===== src/rtl/approx_mon_pkg.sv =====
// Shared types and default sizing for the approximate-circuit error monitor.
// The FSM state encoding lives here so the top and any future siblings agree on it.
package approx_mon_pkg;

    localparam int DEF_N_IN  = 4;
    localparam int DEF_OUT_W = 3;
    localparam int DEF_ET    = 4;

    typedef enum logic [1:0] {
        ST_IDLE  = 2'd0,
        ST_SWEEP = 2'd1,
        ST_DRAIN = 2'd2,
        ST_DONE  = 2'd3
    } mon_state_t;

endpackage


===== src/rtl/abs_err_unit.sv =====
// Combinational unsigned absolute difference of two CUT output words,
// plus a flag that the difference exceeds the error threshold.
module abs_err_unit
    import approx_mon_pkg::*;
#(
    parameter int OUT_W = DEF_OUT_W,
    parameter int ET    = DEF_ET
) (
    input  logic [OUT_W-1:0] a_i,
    input  logic [OUT_W-1:0] b_i,
    output logic [OUT_W-1:0] diff_o,
    output logic             gt_et_o
);

    // Subtract in the direction that cannot underflow.
    assign diff_o  = (a_i >= b_i) ? (a_i - b_i) : (b_i - a_i);
    assign gt_et_o = (int'(diff_o) > ET);

endmodule


===== src/rtl/approx_error_monitor.sv =====
// Exhaustively sweeps all 2^N_IN input vectors of an exact/approximate CUT pair
// and accumulates max error, error sum, violation count and first violating vector.
module approx_error_monitor
    import approx_mon_pkg::*;
#(
    parameter int N_IN  = DEF_N_IN,
    parameter int OUT_W = DEF_OUT_W,
    parameter int ET    = DEF_ET
) (
    input  logic                  clk,
    input  logic                  rst,
    input  logic                  start,
    output logic [N_IN-1:0]       vec,
    input  logic [OUT_W-1:0]      exact_val,
    input  logic [OUT_W-1:0]      approx_val,
    output logic                  busy,
    output logic                  done,
    output logic [OUT_W-1:0]      max_err,
    output logic [OUT_W+N_IN-1:0] err_sum,
    output logic [N_IN:0]         viol_cnt,
    output logic [N_IN-1:0]       first_viol_vec,
    output logic                  first_viol_valid,
    output logic                  pass
);

    localparam int              ERR_W    = OUT_W + N_IN;
    localparam int              VC_W     = N_IN + 1;
    localparam logic [N_IN-1:0] VEC_LAST = '1;

    mon_state_t state_q;
    logic       busy_q, done_q;

    logic [N_IN-1:0]  vec_q, vec_d;
    logic             s1_valid_q, s1_valid_d;
    logic [OUT_W-1:0] s1_diff_q, s1_diff_d;
    logic             s1_gt_q, s1_gt_d;
    logic [N_IN-1:0]  s1_vec_q, s1_vec_d;

    logic [OUT_W-1:0] max_err_q, max_err_d;
    logic [ERR_W-1:0] err_sum_q, err_sum_d;
    logic [VC_W-1:0]  viol_cnt_q, viol_cnt_d;
    logic [N_IN-1:0]  fv_vec_q, fv_vec_d;
    logic             fv_valid_q, fv_valid_d;

    logic [OUT_W-1:0] abs_diff;
    logic             abs_gt;
    logic             start_acc;
    logic             sweep_step;

    abs_err_unit #(
        .OUT_W (OUT_W),
        .ET    (ET)
    ) u_abs_err (
        .a_i     (exact_val),
        .b_i     (approx_val),
        .diff_o  (abs_diff),
        .gt_et_o (abs_gt)
    );

    assign start_acc  = (state_q == ST_IDLE) && start;
    assign sweep_step = (state_q == ST_SWEEP);

    // NOTE: sequential state uses non-blocking assignments so every register
    // samples pre-edge values; blocking here would create order-dependent races.
    always_ff @(posedge clk) begin
        if (rst) begin
            state_q <= ST_IDLE;
            busy_q  <= 1'b0;
            done_q  <= 1'b0;
        end else begin
            done_q <= 1'b0;
            case (state_q)
                ST_IDLE: begin
                    if (start) begin
                        state_q <= ST_SWEEP;
                        busy_q  <= 1'b1;
                    end
                end
                ST_SWEEP: begin
                    if (vec_q == VEC_LAST) state_q <= ST_DRAIN;
                end
                ST_DRAIN: begin
                    state_q <= ST_DONE;
                    busy_q  <= 1'b0;
                    done_q  <= 1'b1;
                end
                ST_DONE:  state_q <= ST_IDLE;
                default:  state_q <= ST_IDLE;
            endcase
        end
    end

    // NOTE: every _d gets a hold default first so no path through this block
    // leaves a signal unassigned and infers a latch.
    always_comb begin
        vec_d      = vec_q;
        s1_valid_d = 1'b0;
        s1_diff_d  = s1_diff_q;
        s1_gt_d    = s1_gt_q;
        s1_vec_d   = s1_vec_q;
        max_err_d  = max_err_q;
        err_sum_d  = err_sum_q;
        viol_cnt_d = viol_cnt_q;
        fv_vec_d   = fv_vec_q;
        fv_valid_d = fv_valid_q;

        if (start_acc) begin
            vec_d      = '0;
            max_err_d  = '0;
            err_sum_d  = '0;
            viol_cnt_d = '0;
            fv_vec_d   = '0;
            fv_valid_d = 1'b0;
        end else begin
            // Stage 1: capture this vector's error; vec parks on the last value.
            if (sweep_step) begin
                s1_valid_d = 1'b1;
                s1_diff_d  = abs_diff;
                s1_gt_d    = abs_gt;
                s1_vec_d   = vec_q;
                if (vec_q != VEC_LAST) vec_d = vec_q + 1'b1;
            end
            // Stage 2: fold the previous vector's error into the results.
            if (s1_valid_q) begin
                err_sum_d = err_sum_q + ERR_W'(s1_diff_q);
                if (s1_diff_q > max_err_q) max_err_d = s1_diff_q;
                if (s1_gt_q) begin
                    viol_cnt_d = viol_cnt_q + VC_W'(1);
                    if (!fv_valid_q) begin
                        fv_vec_d   = s1_vec_q;
                        fv_valid_d = 1'b1;
                    end
                end
            end
        end
    end

    always_ff @(posedge clk) begin
        if (rst) begin
            vec_q      <= '0;
            s1_valid_q <= 1'b0;
            s1_diff_q  <= '0;
            s1_gt_q    <= 1'b0;
            s1_vec_q   <= '0;
            max_err_q  <= '0;
            err_sum_q  <= '0;
            viol_cnt_q <= '0;
            fv_vec_q   <= '0;
            fv_valid_q <= 1'b0;
        end else begin
            vec_q      <= vec_d;
            s1_valid_q <= s1_valid_d;
            s1_diff_q  <= s1_diff_d;
            s1_gt_q    <= s1_gt_d;
            s1_vec_q   <= s1_vec_d;
            max_err_q  <= max_err_d;
            err_sum_q  <= err_sum_d;
            viol_cnt_q <= viol_cnt_d;
            fv_vec_q   <= fv_vec_d;
            fv_valid_q <= fv_valid_d;
        end
    end

    assign vec              = vec_q;
    assign busy             = busy_q;
    assign done             = done_q;
    assign max_err          = max_err_q;
    assign err_sum          = err_sum_q;
    assign viol_cnt         = viol_cnt_q;
    assign first_viol_vec   = fv_vec_q;
    assign first_viol_valid = fv_valid_q;
    assign pass             = (viol_cnt_q == '0);

endmodule


===== config.mk =====
export PLATFORM = sky130hd
export DESIGN_NAME = approx_error_monitor
export DESIGN_NICKNAME = d
export VERILOG_FILES = /design/src/rtl/approx_mon_pkg.sv /design/src/rtl/abs_err_unit.sv /design/src/rtl/approx_error_monitor.sv
export SDC_FILE = /design/constraint.sdc
export NUM_CORES = 1
export LEC_CHECK = 0
export CAP_MARGIN = 15
export CELL_PAD_IN_SITES_DETAIL_PLACEMENT = 0
export CELL_PAD_IN_SITES_GLOBAL_PLACEMENT = 1
export CORE_MARGIN = 2
export CORE_UTILIZATION = 42
export CTS_CLUSTER_DIAMETER = 50
export CTS_CLUSTER_SIZE = 16
export DETAILED_ROUTE_END_ITERATION = 16
export DONT_BUFFER_PORTS = 1
export MAX_ROUTING_LAYER = met4
export PLACE_DENSITY = 0.77
export SLEW_MARGIN = 15
export SYNTH_ARGS = -nofsm -noshare
export SYNTH_HDL_FRONTEND = slang
export SYNTH_SLANG_ARGS = --single-unit

===== constraint.sdc =====
create_clock -name clk -period 1.75 [get_ports clk]
set_input_delay 0.35 -clock clk [delete_from_list [all_inputs] [get_ports clk]]
set_output_delay 0.35 -clock clk [all_outputs]
set_load 0.005 [all_outputs]

# == Word level (Yosys, flattened, before mapping) ==
# Index checks and enable logic that the tools add are counted.
# word_totals
register_bits,37
# classes
n_addsub,5
n_lt_le_gt_ge,3
n_eq_ne,7
muxes,8
n_bitwise,2
n_reduce_logical,12
# op_table
operator,n
$reduce_and 2->1,6
$pmux 2 s4,1
$add 7x3->7,1
$sub 3x3->3,2
$add 5x1->5 const B,1
$logic_not 5->1,1
$add 4x1->4 const B,1
$eq 2x2->1 const B,2
$eq 4x4->1 const B,1
$mux 2,2
$ne 4x4->1 const B,1
$ge 3x3->1,1
$gt 3x3->1,1
$gt 3x3->1 const B,1
$mux 1,3
$mux 3,1
$reduce_and 3->1,1
$eq 2x1->1 const B,1
$logic_not 2->1,1
$ne 2x1->1 const B,1
$ne 2x2->1 const B,1
$not 1->1,2
$pmux 1 s2,1
$reduce_bool 2->1,1
other kinds (2),2

# == Longest topological paths before layout ==
# logic_depth
depth_word,4
mapped_depth,9
ltp_nobuf,9

# == By module ==
# A second synthesis with hierarchy kept.
# unflattened
hier_cells,212
area_unflattened_um2,1935.6
# modules_own_cells
module,n_inst,cells_each,area_per_inst_um2
approx_error_monitor,1,182,1686.6
abs_err_unit,1,30,249.0

# == Worst setup path after synthesis ==
# OpenSTA, ideal clock, no wires.
# synth_path
path_type,in2reg
start,in exact_val[0]
end,reg s1_gt_q
setup_time_ns,0.116
arrival_time_ns,1.655
t_required_ns,1.634
slack_ns,-0.021
path_stages,8
n_path_buf,0
path_cell_list,inv_1 > ha_1 > inv_1 > fa_1 > nand3b_1 > o211ai_1 > a211o_1 > a41o_1
# synth_via
elab_chain_len,3
# synth_lines
item,line_no,source
"start, declared",approx_error_monitor.sv:14,"input logic [OUT_W-1:0] exact_val,"
$sub 3x3->3 / $ge 3x3->1 (equally long branches),abs_err_unit.sv:16,assign diff_o = (a_i >= b_i) ? (a_i - b_i) : (b_i - a_i);
$mux 3 (*),abs_err_unit.sv:16,
$gt 3x3->1 (*),abs_err_unit.sv:17,assign gt_et_o = (int'(diff_o) > ET);
"end signal, assigned",approx_error_monitor.sv:154,s1_gt_q <= s1_gt_d;
"end, declared",approx_error_monitor.sv:36,"logic s1_gt_q, s1_gt_d;"
# Mark *: on every way between the ends. The rest lies on a longest branch, timed or not.
# A chain may end at the register's enable or synchronous reset.

# == Worst setup path after layout ==
# layout_path
start,"reg err_sum_q[0], in the netlist err_sum[0]"
end,"reg err_sum_q[6], in the netlist err_sum[6]"
# layout_via
elab_chain_len,1
# layout_lines
item,line_no,source
"start, declared",approx_error_monitor.sv:40,"logic [ERR_W-1:0] err_sum_q, err_sum_d;"
"start signal, assigned",approx_error_monitor.sv:157,err_sum_q <= err_sum_d;
$add 7x3->7,approx_error_monitor.sv:125,err_sum_d = err_sum_q + ERR_W'(s1_diff_q);
# No other way between the ends.

==> impl_metrics.tcl <==
set metrics [dict create \
    cpPeakStageDelay_ns 0.41 \
    cts_sinks 37 \
    ios 36 \
    fin_crit_ns 1.639 \
    synth_nets 231 \
    yosysUniqueCellTypes 35 \
    ys_seq_area_share_pct 39.57 \
    synthTopCellsByCount "dfxtp_1, nor2_1, inv_1" \
    nets 240 \
    period_share_pct 93.64 \
    fin_util_pct 47.92 \
    drc 0 \
    finalSetupTns_ns 0 \
    cp_common_cell "nor2_1" \
    hold_viol 0 \
    grt_max_degree 26 \
    synth_area_leaders "dfxtp_1, ha_1, mux2i_1, nor2_1, inv_1" \
    setup-violations-final 0 \
    vias 1302 \
    synthCells 202 \
    via_per_inst 4.932 \
    status "completed" \
    synth_most_common_cell "dfxtp_1" \
    antenna_found_initial 0 \
    num_rows 24 \
    yosys.area.top_type "dfxtp_1" \
    ff2ff_setup_slack_ns 0.11 \
    end_kind "register" \
    htreeDepth 2 \
    hold-path-cell-count 1 \
    rsz0062_at_grt "false" \
    critPathLaunchType "register" \
    cp_data_arrival_time_ns 1.80 \
    initial_utilization_pct 43.29 \
    initialDrtViolationCount 30 \
    min_to "state_q[1]" \
    clock_latency_ns 0.28 \
    grt_pass1_wl_mm 5.802 \
    fin_worst_skew_ns 0.005095 \
    powerDensity_nw_per_um2 1150 \
    drv_slew 0 \
    portBuffers 0 \
    ant_nets 0 \
    r2r_end "err_sum[6]" \
    layout-drive-gt1-share_pct 10.85 \
    drt_wl_total_mm 3.279 \
    cts_root_buffer "clkbuf_8" \
    core_area_um2 4324 \
    hpwlAfterDp_mm 2.450 \
    ys_warn_count 0 \
    grt_usage_pct 14.69 \
    syn_avg_cell_area_um2 9.266 \
    slew_headroom_pct 75.95 \
    worst_pin_slew_ns 0.3558 \
    slowest_stage "fa_1" \
    dr.pass1.iters 4 \
    grt_pass1_vias 1361 \
    fillers 436 \
    required_ns 1.91 \
    grt-ovfl-total 0 \
    diodes 0 \
    rr_startpoint "err_sum[0]" \
    cts_buffers 5 \
    fp.dieW_um 70.76 \
    cp.buffers_inverters 0 \
    worstPathCellList "ha_1, fa_1, a21oi_1, nor2_1, nand3_1, xor2_1, nor2_1" \
    rr_worst_depth 7 \
    drv_cap 0 \
    worstPathMaxFanout 3 \
    synth_edf_count 0 \
    final_cell_count_no_fill 264 \
    die_area_um2 5007 \
    min-delay-start "rst" \
    crit_type "register to register" \
    routedWlPerCell_um 12.42 \
    ctsHoldBuffers 0 \
    clock_path_buffers 2 \
    peakVddDrop_mv 0.5226 \
    cts_tree "built" \
    syn_area_um2 1872 \
    ys_async_sr_fraction_pct 0 \
    synth_ff_type "dfxtp_1" \
    path_delay_family "adder cells" \
    max_freq_mhz 610.2 \
    dp_cells 256 \
    leakage_nw 0.9078 \
    synth_seq_cells 37 \
    synth_top_area_share_pct 39.57 \
    die_h_um 70.76 \
    clk_pin_slew_ns 0.07 \
    hold_path_class "primary input to register" \
    synthToLayoutAreaGrowth_pct 10.70 \
    fin_total_pwr_mw 2.383 \
    place.gp.congestion 0.8356 \
]
==> power breakdown <==
group,internal (mW),switching (mW)
registers,0.934,0.0837
clock network,0.356,0.284
logic,0.341,0.384
total,1.63,0.752
==> kinds of logic after synthesis <==
group,synth area share (%)
compound gates,8.691
xor+xnor,4.679
fa+ha+maj,14.57
buf+inv,6.484
flops,39.57
mux,8.556
simple gates,17.45
==> placed cells by master (no fill, tap or decap), types with 2 or more instances in the layout <==
master,instances
nand2b_1,3
nor3_1,2
fa_1,2
o21ai_0,2
xor2_1,7
buf_4,10
mux2i_1,16
ha_1,16
nand4_1,4
nand2_1,11
nor2b_1,3
a21o_1,4
nor2_1,35
a211oi_1,5
inv_1,19
clkbuf_8,7
dfxtp_1,37
xnor2_1,3
a21oi_1,5
nand3_1,4
==> through the flow <==
| step | hold WS, ns | cell area [um2] | worst slack (ns) |
|---|---|---|---|
| floorplan | 0.4216 | 1877 | 0.03084 |
| finish | 0.1319 | 2072 | 0.1113 |
| global route | 0.1118 | 2072 | 0.02076 |
| global placement | 0.4240 | 1967 | -0.06975 |
| detailed placement | 0.4241 | 1967 | -0.06559 |
| CTS | 0.1142 | 2068 | 0.09553 |
==> timing repair <==
action / in CTS / in global routing
gates resized for setup: 0 / 1
setup endpoints to repair: 0 / 3
setup buffers: 0 / 0
==> how the worst max path moves through the flow <==
stage | endpoint | slack (ns) | cells past startpoint | from
final | err_sum[6] | 0.11 | 7 | err_sum[0]
after global routing | err_sum[6] | 0.02 | 7 | err_sum[0]
after CTS | max_err[1] | 0.1 | 7 | max_err[1]
after detailed placement | s1_gt_q | -0.07 | 7 | approx_val[2]
after global placement | s1_gt_q | -0.07 | 7 | approx_val[2]
after floorplan | s1_gt_q | 0.03 | 8 | approx_val[0]
==> sequential cells by signal, summed over array words and instances (netlist names), 2 cells and up <==
name / flops
err_sum: 7
first_viol_vec: 4
max_err: 3
s1_diff_q: 3
s1_vec_q: 4
state_q: 2
vec: 4
viol_cnt: 5
==> worst reg2reg max path, cell delays in order (launching register included) <==
cell,delay [ns]
dfxtp_1,0.34
ha_1,0.24
fa_1,0.41
a21oi_1,0.15
nor2_1,0.08
nand3_1,0.09
xor2_1,0.16
nor2_1,0.06
==> metal layers <==
| metal | vias to the layer above | GRT usage [%] | share of wire (%) |
|---|---|---|---|
| li1 | 687 | - | - |
| met1 | 592 | 17.41 | 47 |
| met2 | 21 | 23.78 | 48 |
| met3 | 2 | 4.274 | 5.0 |
| met4 | 0 | 5.241 | 0.52 |
| met5 | - | - | 0 |
==> cell type report <==
class | count | area [um2] | area share, %
Clock inverter | 1 | 5.005 | 0.2415
Inverter | 19 | 71.32 | 3.442
Timing Repair Buffer | 10 | 75.07 | 3.623
Clock buffer | 7 | 96.34 | 4.650
Tap cell | 52 | 65.06 | 3.140
Sequential cell | 37 | 740.7 | 35.75
Multi-Input combinational cell | 138 | 1018 | 49.15
(Power assumes the default switching activity.)
